`src/rtl/vu_meter_multi_pkg.sv`:
```
// Shared types and helpers for the multi-channel VU meter.
// Segment thresholds grow geometrically from a base value.
package vu_meter_multi_pkg;

  localparam int DEFAULT_LEVEL_W = 32;

  typedef logic [DEFAULT_LEVEL_W-1:0] level_t;

  function automatic level_t th_of(input int unsigned base, input int unsigned k,
                                   input int unsigned step);
    return level_t'(base) << (k * step);
  endfunction

endpackage

```
`src/rtl/vu_meter_multi_if.sv`:
```
// Sample-RAM read port: the reader is the master and the meter is the slave.
// The reader drives data, valid and buffer_ready. The meter drives ready.
interface vu_meter_multi_if #(
  parameter int DATA_W = 24
);
  logic [DATA_W-1:0] ram_read_data;
  logic              ram_read_valid;
  logic              ram_read_ready;
  logic              ram_buffer_ready;

  modport master (
    output ram_read_data, ram_read_valid, ram_buffer_ready,
    input  ram_read_ready
  );

  modport slave (
    input  ram_read_data, ram_read_valid, ram_buffer_ready,
    output ram_read_ready
  );
endinterface

```
`src/rtl/vu_meter_multi_bar_encoder.sv`:
```
// Converts one envelope level into a thermometer bar and a lit-segment count.
// Segment k is lit when the level is strictly above threshold k.
module vu_bar_encoder
  import vu_meter_multi_pkg::*;
#(
  parameter int LEVEL_W       = 32,
  parameter int NUM_LEDS      = 8,
  parameter int TH_BASE       = 1000,
  parameter int TH_STEP_SHIFT = 1,
  parameter int CNT_W         = $clog2(NUM_LEDS + 1)
) (
  input  logic [LEVEL_W-1:0]  level,
  output logic [NUM_LEDS-1:0] bar,
  output logic [CNT_W-1:0]    lit
);

  always_comb begin
    bar = '0;
    lit = '0;
    for (int k = 0; k < NUM_LEDS; k++) begin
      bar[k] = level > LEVEL_W'(th_of(TH_BASE, k, TH_STEP_SHIFT));
      if (bar[k]) lit = lit + CNT_W'(1);
    end
  end

endmodule

```
`src/rtl/vu_meter_multi.sv`:
```
// Multi-channel VU meter: per-channel envelope followers feeding LED bars.
// The bars refresh once per display tick. Defining VU_PEAK_HOLD_EN adds a peak-hold marker.
module vu_meter_multi
  import vu_meter_multi_pkg::*;
#(
  parameter int NUM_CH        = 2,
  parameter int NUM_LEDS      = 8,
  parameter int DATA_W        = 24,
  parameter int LEVEL_W       = DEFAULT_LEVEL_W,
  parameter int SCALE_SHIFT   = 10,
  parameter int ATTACK_SHIFT  = 0,
  parameter int DECAY_SHIFT   = 11,
  parameter int TH_BASE       = 1000,
  parameter int TH_STEP_SHIFT = 1,
  parameter int LED_DIV       = 540000,
  parameter int HOLD_TICKS    = 20
) (
  input  logic                         clk_i,
  input  logic                         rst_ni,
  vu_meter_multi_if.slave              ram,
  input  logic                         ch_resync_i,
  output logic [NUM_CH*NUM_LEDS-1:0]   leds_o
);

  localparam int CH_W  = (NUM_CH > 1) ? $clog2(NUM_CH) : 1;
  localparam int DIV_W = (LED_DIV > 1) ? $clog2(LED_DIV) : 1;
  localparam int CNT_W = $clog2(NUM_LEDS + 1);
  localparam int MAG_W = DATA_W - 1;

  logic               busy_q;
  logic [CH_W-1:0]    ch_q;
  logic [DIV_W-1:0]   div_q;
  logic               tick;
  logic               accept;
  logic [LEVEL_W-1:0] level_q [NUM_CH];
  logic [DATA_W-1:0]  neg;
  logic [MAG_W-1:0]   mag;
  logic [LEVEL_W-1:0] scaled;
  logic [LEVEL_W-1:0] cur;
  logic [LEVEL_W-1:0] env_next;
  logic [NUM_LEDS-1:0] bar  [NUM_CH];
  logic [CNT_W-1:0]    lit  [NUM_CH];
  logic [NUM_LEDS-1:0] disp [NUM_CH];

  // Ready is also gated by reset so it drops the moment reset asserts.
  assign ram.ram_read_ready = rst_ni & ~busy_q & ram.ram_buffer_ready;
  assign accept             = ram.ram_read_valid & ram.ram_read_ready;
  assign tick               = (div_q == DIV_W'(LED_DIV - 1));

  // The most negative sample has no positive twin, so it clamps to full scale.
  always_comb begin
    neg = -ram.ram_read_data;
    mag = ram.ram_read_data[MAG_W-1:0];
    if (ram.ram_read_data == {1'b1, {MAG_W{1'b0}}}) mag = '1;
    else if (ram.ram_read_data[DATA_W-1]) mag = neg[MAG_W-1:0];
    scaled = LEVEL_W'(mag >> SCALE_SHIFT);
  end

  always_comb begin
    cur = level_q[ch_q];
    if (scaled > cur) env_next = cur + ((scaled - cur) >> ATTACK_SHIFT);
    else              env_next = cur - (cur >> DECAY_SHIFT);
  end

  always_ff @(posedge clk_i or negedge rst_ni) begin
    if (!rst_ni) begin
      busy_q <= 1'b0;
      ch_q   <= '0;
    end else begin
      busy_q <= accept;
      if (ch_resync_i)                      ch_q <= '0;
      else if (accept && ch_q == CH_W'(NUM_CH - 1)) ch_q <= '0;
      else if (accept)                      ch_q <= ch_q + CH_W'(1);
    end
  end

  always_ff @(posedge clk_i or negedge rst_ni) begin
    if (!rst_ni) begin
      for (int c = 0; c < NUM_CH; c++) level_q[c] <= '0;
    end else if (accept) begin
      for (int c = 0; c < NUM_CH; c++)
        if (ch_q == CH_W'(c)) level_q[c] <= env_next;
    end
  end

  always_ff @(posedge clk_i or negedge rst_ni) begin
    if (!rst_ni)   div_q <= '0;
    else if (tick) div_q <= '0;
    else           div_q <= div_q + DIV_W'(1);
  end

  for (genvar c = 0; c < NUM_CH; c++) begin : g_enc
    vu_bar_encoder #(
      .LEVEL_W       (LEVEL_W),
      .NUM_LEDS      (NUM_LEDS),
      .TH_BASE       (TH_BASE),
      .TH_STEP_SHIFT (TH_STEP_SHIFT),
      .CNT_W         (CNT_W)
    ) u_enc (
      .level (level_q[c]),
      .bar   (bar[c]),
      .lit   (lit[c])
    );
  end

`ifdef VU_PEAK_HOLD_EN
  localparam int HOLD_W = (HOLD_TICKS > 0) ? $clog2(HOLD_TICKS + 1) : 1;

  logic [CNT_W-1:0]  peak_q [NUM_CH];
  logic [HOLD_W-1:0] hold_q [NUM_CH];

  // The marker shown on a tick is the peak held before that tick's update.
  always_comb begin
    for (int c = 0; c < NUM_CH; c++) begin
      disp[c] = bar[c];
      if (peak_q[c] != '0) disp[c] = bar[c] | (NUM_LEDS'(1) << (peak_q[c] - CNT_W'(1)));
    end
  end

  always_ff @(posedge clk_i or negedge rst_ni) begin
    if (!rst_ni) begin
      for (int c = 0; c < NUM_CH; c++) begin
        peak_q[c] <= '0;
        hold_q[c] <= '0;
      end
    end else if (tick) begin
      for (int c = 0; c < NUM_CH; c++) begin
        if (lit[c] >= peak_q[c]) begin
          peak_q[c] <= lit[c];
          hold_q[c] <= HOLD_W'(HOLD_TICKS);
        end else if (hold_q[c] == '0) begin
          peak_q[c] <= peak_q[c] - CNT_W'(1);
          hold_q[c] <= HOLD_W'(HOLD_TICKS);
        end else begin
          hold_q[c] <= hold_q[c] - HOLD_W'(1);
        end
      end
    end
  end
`else
  always_comb begin
    for (int c = 0; c < NUM_CH; c++) disp[c] = bar[c];
  end
`endif

  always_ff @(posedge clk_i or negedge rst_ni) begin
    if (!rst_ni) begin
      leds_o <= '0;
    end else if (tick) begin
      for (int c = 0; c < NUM_CH; c++) leds_o[c*NUM_LEDS +: NUM_LEDS] <= disp[c];
    end
  end

endmodule
```
`src/flat_wrapper.sv`:
```
// flat-port wrapper written by rule: the top's interface ports become plain ports
module vu_meter_multi_flat import vu_meter_multi_pkg::*;
#(
  parameter int NUM_CH        = 2,
  parameter int NUM_LEDS      = 8,
  parameter int DATA_W        = 24,
  parameter int LEVEL_W       = DEFAULT_LEVEL_W,
  parameter int SCALE_SHIFT   = 10,
  parameter int ATTACK_SHIFT  = 0,
  parameter int DECAY_SHIFT   = 11,
  parameter int TH_BASE       = 1000,
  parameter int TH_STEP_SHIFT = 1,
  parameter int LED_DIV       = 540000,
  parameter int HOLD_TICKS    = 20
)
  (clk_i, rst_ni, ch_resync_i, leds_o, ram_ram_read_data, ram_ram_read_valid, ram_ram_buffer_ready, ram_ram_read_ready);
  vu_meter_multi_if #(.DATA_W(DATA_W)) ram_i ();
  input  logic clk_i;
  input  logic rst_ni;
  input  logic ch_resync_i;
  output logic [NUM_CH*NUM_LEDS-1:0] leds_o;
  input wire logic [$bits(ram_i.ram_read_data)-1:0] ram_ram_read_data;
  input wire logic [$bits(ram_i.ram_read_valid)-1:0] ram_ram_read_valid;
  input wire logic [$bits(ram_i.ram_buffer_ready)-1:0] ram_ram_buffer_ready;
  output wire logic [$bits(ram_i.ram_read_ready)-1:0] ram_ram_read_ready;
  assign ram_i.ram_read_data = ram_ram_read_data;
  assign ram_i.ram_read_valid = ram_ram_read_valid;
  assign ram_i.ram_buffer_ready = ram_ram_buffer_ready;
  assign ram_ram_read_ready = ram_i.ram_read_ready;
  vu_meter_multi #(.NUM_CH(NUM_CH), .NUM_LEDS(NUM_LEDS), .DATA_W(DATA_W), .LEVEL_W(LEVEL_W), .SCALE_SHIFT(SCALE_SHIFT), .ATTACK_SHIFT(ATTACK_SHIFT), .DECAY_SHIFT(DECAY_SHIFT), .TH_BASE(TH_BASE), .TH_STEP_SHIFT(TH_STEP_SHIFT), .LED_DIV(LED_DIV), .HOLD_TICKS(HOLD_TICKS)) u_core (.clk_i(clk_i), .rst_ni(rst_ni), .ram(ram_i), .ch_resync_i(ch_resync_i), .leds_o(leds_o));
endmodule
```
`config.mk`:
```
export PLATFORM = sky130hd
export DESIGN_NAME = vu_meter_multi_flat
export DESIGN_NICKNAME = d
export VERILOG_FILES = /design/src/rtl/vu_meter_multi_pkg.sv /design/src/rtl/vu_meter_multi_if.sv /design/src/rtl/vu_meter_multi_bar_encoder.sv /design/src/rtl/vu_meter_multi.sv /design/src/flat_wrapper.sv
export SDC_FILE = /design/constraint.sdc
export NUM_CORES = 1
export LEC_CHECK = 0
export BUFFER_PORTS_ARGS = -buffer_cell sky130_fd_sc_hd__clkbuf_2
export CAP_MARGIN = 10
export CORE_UTILIZATION = 57
export DETAILED_ROUTE_END_ITERATION = 10
export GPL_TIMING_DRIVEN = 1
export PLACE_DENSITY = 0.78
export SLEW_MARGIN = 15
export SYNTH_ARGS = -nofsm -noshare
export SYNTH_HDL_FRONTEND = slang
export SYNTH_SLANG_ARGS = --single-unit
```
`constraint.sdc`:
```
create_clock -name clk_i -period 4.4 [get_ports clk_i]
set_input_delay 0.22 -clock clk_i [delete_from_list [all_inputs] [get_ports clk_i]]
set_output_delay 0.22 -clock clk_i [all_outputs]
set_load 0.005 [all_outputs]
```
======== After elaboration in Yosys (flattened, before gate mapping) ========
Cells that the tools add are included.
storage, ports and cells
  bits of input ports ..................... 29
  register bits after elaboration ......... 102
  output and inout bits ................... 17
cells by class
  reduce and logical (&&, ||, !) cells .... 4
  magnitude comparators ................... 18
  equality and inequality tests ........... 2
  multiplexer cells ....................... 10
  bitwise gates (word level) .............. 6
  $add $sub $neg .......................... 6
operators by type and width
  cell                                                                                count
  32-bit 2-to-1 mux                                                                   4
  32-bit by 10-bit greater-than comparator with 1-bit output (second input constant)  2
  32-bit by 11-bit greater-than comparator with 1-bit output (second input constant)  2
  32-bit by 12-bit greater-than comparator with 1-bit output (second input constant)  2
  32-bit by 13-bit greater-than comparator with 1-bit output (second input constant)  2
  32-bit by 14-bit greater-than comparator with 1-bit output (second input constant)  2
  32-bit by 15-bit greater-than comparator with 1-bit output (second input constant)  2
  32-bit by 16-bit greater-than comparator with 1-bit output (second input constant)  2
  32-bit by 17-bit greater-than comparator with 1-bit output (second input constant)  2
  23-bit 2-to-1 mux                                                                   2
  32-bit adder                                                                        1
  13-bit by 32-bit greater-than comparator with 1-bit output                          1
  13-bit by 32-bit subtractor with 32-bit output                                      1
  32-bit by 21-bit subtractor with 32-bit output                                      1
  24-bit equality test (second input constant)                                        1
  23-bit negation                                                                     1
  20-bit by 1-bit adder with 20-bit output (second input constant)                    1
  20-bit equality test (second input constant)                                        1
  20-bit 2-to-1 mux                                                                   1
  2-bit AND reduction                                                                 2
  1-bit bitwise AND                                                                   3
  1-bit 2-to-1 mux                                                                    3
  3-bit nonzero test                                                                  1
  2-bit greater-or-equal comparator (second input constant)                           1
  4 further kinds                                                                     5

======== Longest topological paths before layout ========
  depth after elaboration ................. 7
  depth in mapped cells ................... 20
  depth with buffers taken out ............ 19

======== Cells and area by module ========
Synthesis repeated with hierarchy kept, for this count alone.
second synthesis, totals
  cells, all modules ...................... 1,137
  area, all modules ....................... 9,833.2 um^2
by module, submodules not included
  module          times used  cells an instance  sequential area each (um^2)  area each (um^2)
  vu_meter_multi  1           869                2,552.4                      7,643.6
  vu_bar_encoder  2           134                0.0                          1,094.8

======== Least setup slack after synthesis ========
OpenSTA, ideal clock, no wires.
  path kind ............................... input to register
  from .................................... input ram_ram_read_data[11]
  to ...................................... register u_core.level_q[36] in the netlist's numbering
  stages on the path ...................... 17
  data arrival time ....................... 4.050 ns
  required time ........................... 4.275 ns
  path buffers ............................ 2
  path slack .............................. 0.225 ns
  cells stage by stage .................... buf_6 -> nor4_4 -> nand4_4 -> or2_1 -> or3_4 -> or3_4 -> nand2_1 -> xor2_1 -> nand2_1 -> ha_1 -> a21o_1 -> a211o_1 -> or3_1 -> nand4_1 -> clkbuf_1 -> o21ai_1 -> mux2_2
on the way
  cells in the longest elaborated chain, start to end .. 6
  elaborated cells on any way between the ends .. 8
  those cells by class .................... 3 x add/sub; 1 x order compare; 1 x eq/ne; 3 x mux
RTL lines
  element                                         line                  RTL
  from (decl)                                     flat_wrapper.sv:22    input wire logic [$bits(ram_i.ram_read_data)-1:0] ram_ram_read_data;
  23-bit negation                                 vu_meter_multi.sv:52  neg = -ram.ram_read_data;
  23-bit 2-to-1 mux                               vu_meter_multi.sv:55  else if (ram.ram_read_data[DATA_W-1]) mag = neg[MAG_W-1:0];
  23-bit 2-to-1 mux (*)                           vu_meter_multi.sv:54  if (ram.ram_read_data == {1'b1, {MAG_W{1'b0}}}) mag = '1;
  13-bit by 32-bit subtractor with 32-bit output  vu_meter_multi.sv:61  if (scaled > cur) env_next = cur + ((scaled - cur) >> ATTACK_SHIFT);
  32-bit adder                                    vu_meter_multi.sv:61
  32-bit 2-to-1 mux (*)                           vu_meter_multi.sv:61
  to (signal, indexed assignment)                 vu_meter_multi.sv:82  if (ch_q == CH_W'(c)) level_q[c] <= env_next;
  to (decl)                                       vu_meter_multi.sv:35  logic [LEVEL_W-1:0] level_q [NUM_CH];
Mark *: on every way between the ends. The rest lies on a longest branch, timed or not.
A chain may end at the register's enable or synchronous reset.

======== Worst setup path in the final report ========
  from .................................... input ram_ram_read_data[4]
  to ...................................... register u_core.level_q[48] in the netlist's numbering
Same word-level chain as after synthesis.

==> results.md <==
* Max clock buf depth at 2
* Max-cap violations at 0
* HP Class: input pin to async pin
* Synth unique cells at a little over 80
* Io pins at between 40 and 50
* CP max FO at 7
* Pleak at 0.00409 uW
* Vias/cell at ~6.4
* Critical Path RT at 4.67 ns
* Antenna viol nets, final at 0
* Worst-path clk slew at 0.07 ns
* Cell Rows at between 40 and 50
* Max Fclk at between 200 and 250 MHz
* Critical path class: input pin to flip-flop
* Clk sink count at 102
* Leading cell type in the layout, fill and taps excluded: nor2_1
* Clk_skew at 0.0119 ns
* DRT Pass-1 Iters at 5
* DR vias at between 7000 and 8000
* CP most frequent cell: or3_4
* Chip width at 124 um
* Top-area cell type share of the netlist area at between 30% and 40%
* Fin cells at 1256
* Worst Tran Pin Value at about 1.1 ns
* DRT iter0 DRCs at 1026
* Worst reg2reg path depth at 11
* Total CTS buffers at 9
* Area of the multi-input gates at 0.00551 sq mm
* Commonest cells after routing, fill and taps aside: nor2_1, nand2_1, dfrtp_1, a21oi_1
* Synth area leaders: dfrtp_1, ha_1, nor2_1
* Port Buffer Count at 45
* Max VDD drop at 0.271 mV
* CP delay by family, top: simple AND/OR/NAND/NOR gates
* Initial core utilization at 58.3%
* CP Depth at 18
* Post-synthesis register bit count at 102
* Vias in the first global route at 7191
* Hold Fails Final Rpt at 0
* Final-stage net count at 1147
* # diodes at 0
* Register area at 0.00255 sq mm
* CP startpoint: ram_ram_read_data[4]
* Inst Count DP at 1239
* Tmin final at 4.13 ns
* Mapped Cells at 1030
* Setup WS post-layout at around 0.27 ns
* Clock Latency Late Sink at ~0.36 ns
* H-tree depth at 3
* Gr ovfl total at 0
* Fillers at 1258
* Syn_area_per_cell at approximately 8 sq um
* Asr flop ratio synth at 100%
* Largest net degree at the start of global routing at 56
* Post-synth top area cell: dfrtp_1
* Crit path launch type: input pin
* Final count of negative-setup-slack endpoints at 0
* RePlAce Congestion at roughly 1.0
* Die ar. at 0.0153 sq mm
* Synth Cell Area at ~0.0084 sq mm
* CP endpoint kind: flip-flop
* Remaining DRCs at 0
* Reg2reg start: u_core.ch_q$_DFFE_PN0P_
* Hpwl dp at 17900 um
* GRT Total Usage at 31.1%
* Max stage delay cell, worst path: and4_1
* Number of flops mapped to enable cells by yosys at 0
* Final period util at 94.0%
* CP arrival at about 4.4 ns
* RSZ-0062 raised after global routing: false
* Pins Over Slew Limit at 0
* Status: finished clean
* CTS Root Cell: clkbuf_16
* CP cell instances: clkbuf_2 > nor4_4 > nand4_4 > or2_1 > or3_4 > or3_4 > o21ai_2 > xor2_1 > nand2_1 > ha_1 > nand3_1 > nor3_1 > a21boi_1 > or3_1 > and4_1 > o211a_2 > a21oi_1 > o21ai_0
* First-pass GRT wire length at 36800 um
* Setup Buffers After CTS at 0
* Layout cell share with drive strength beyond 1 at 13.0%
* FF-to-FF setup slack at between 0.3 and 0.4 ns
* Sequential-to-total area share from yosys stat at 30.2%
* Synth warn at 0
* Largest stage delay on the critical path at between 0.4 and 0.5 ns
* Drt wl/cell at between 15 and 20 um
* CTS tree: yes
* Headroom to the max-slew limit at 25.7%
* Area grow syn2layout at 9.27%
* Die height at approximately 120 um
* Initial antenna violation count at 0
* Net count after synthesis at roughly 1100
* Pre-CTS setup slack at -0.106 ns
* Total power divided by cell area at 647 mW/mm^2
* Worst Setup EP: u_core.level_q[48]$_DFFE_PN0P_
* Reg-to-reg endpoint: u_core.level_q[22]$_DFFE_PN0P_
* Buffers and inverters on the worst path at 1
* Core Area at 0.0145 sq mm
* Most used DFF post-synth: dfrtp_1
* Routed wire length at about 23000 um
cells by family (layout without fill, tap and decap cells):
logic type	count (synthesis)	after routing	share of synthesized area, %
and+or+nand+nor	403	403	24.5
AOI/OAI and AO/OA	268	268	20.6
DFF	102	102	30.2
buffers and inverters	96	138	4.49
muxes	57	57	7.09
xor gates and xnor gates	53	53	5.50
adders and majority gates	51	51	7.65
worst min path at each step:
| stage | from | end | slack, ns | depth (start not counted) |
|---|---|---|---|---|
| after global placement | ch_resync_i | u_core.ch_q$_DFFE_PN0P_ | 0.37 | 2 |
| after global routing | rst_ni | u_core.level_q[2]$_DFFE_PN0P_ | 0.09 | 2 |
| after detailed placement | ch_resync_i | u_core.ch_q$_DFFE_PN0P_ | 0.38 | 2 |
| after floorplan | rst_ni | u_core.busy_q$_DFF_PN0_ | -0.08 | 0 |
| final | rst_ni | u_core.leds_o[10]$_DFFE_PN0N_ | 0.02 | 2 |
| after CTS | rst_ni | u_core.level_q[2]$_DFFE_PN0P_ | 0.05 | 2 |
cells in the mapped netlist (all sizes together), types with 5 or more instances:
cell type and count:
a211o 5, a21o 15, a21oi 78, a31o 5, a31oi 25, and2 5
and3 9, and4 7, buf 8, clkbuf 37, dfrtp 102, ha 50
inv 51, mux2 19, mux2i 38, nand2 102, nand2b 9, nand3 40
nand4 13, nor2 110, nor2b 9, nor3 35, nor4 12, nor4b 6
o211ai 9, o21a 9, o21ai 64, o21bai 7, o31ai 6, or2 9
or3 12, or4 12, xnor2 27, xor2 26
layer usage:
layer | global-route usage (%) | part of all wire, % | up-vias
met2 | 49.4 | 45 | 314
met5 | 0 | 0 | -
met4 | 10.1 | 2.9 | 0
met3 | 5.45 | 6.4 | 54
li1 | - | - | 3816
met1 | 42.6 | 45 | 3794
stage by stage:
step           power (uW)  TNS, ns  util [%]  hold slack [ns]  cell area [sq um]
2_1_floorplan        4050        0         -          -0.0756               8440
5_1_grt              6380        0      63.7           0.0892               9220
3_3_place_gp         5000        0      61.7            0.370               8930
6_report             5970        0      63.7           0.0226               9220
4_1_cts              5860        0      63.7           0.0454               9220
3_5_place_dp         5060    -1.13      61.7            0.378               8930
power breakdown:
group          total, uW  switching (uW)  internal (uW)
registers           1550             382           1170
clock network        777             381            395
logic               3640            2210           1430
total               5970            2970           2990
sequential cells by signal, summed over array words and instances, names as in the netlist:
register        flops
u_core.busy_q       1
u_core.ch_q         1
u_core.div_q       20
u_core.leds_o      16
u_core.level_q     64
timing repair:
| item | CTS | global route |
|---|---|---|
| gates resized for setup | 0 | 2 |
| hold endpoints to repair | 1 | 0 |
| setup endpoints to repair | 0 | 6 |
| hold buffers | 1 | 0 |
final cells by class:
class                           count  share of cell area (%)
Clock inverter                      6                   0.584
Inverter                           51                    2.08
Timing Repair Buffer               71                    4.89
Clock buffer                       10                    2.48
Sequential cell                   102                    27.7
Multi-Input combinational cell    832                    59.8
Tap cell                          184                    2.50
No activity file was read; power rests on OpenSTA's default activity.
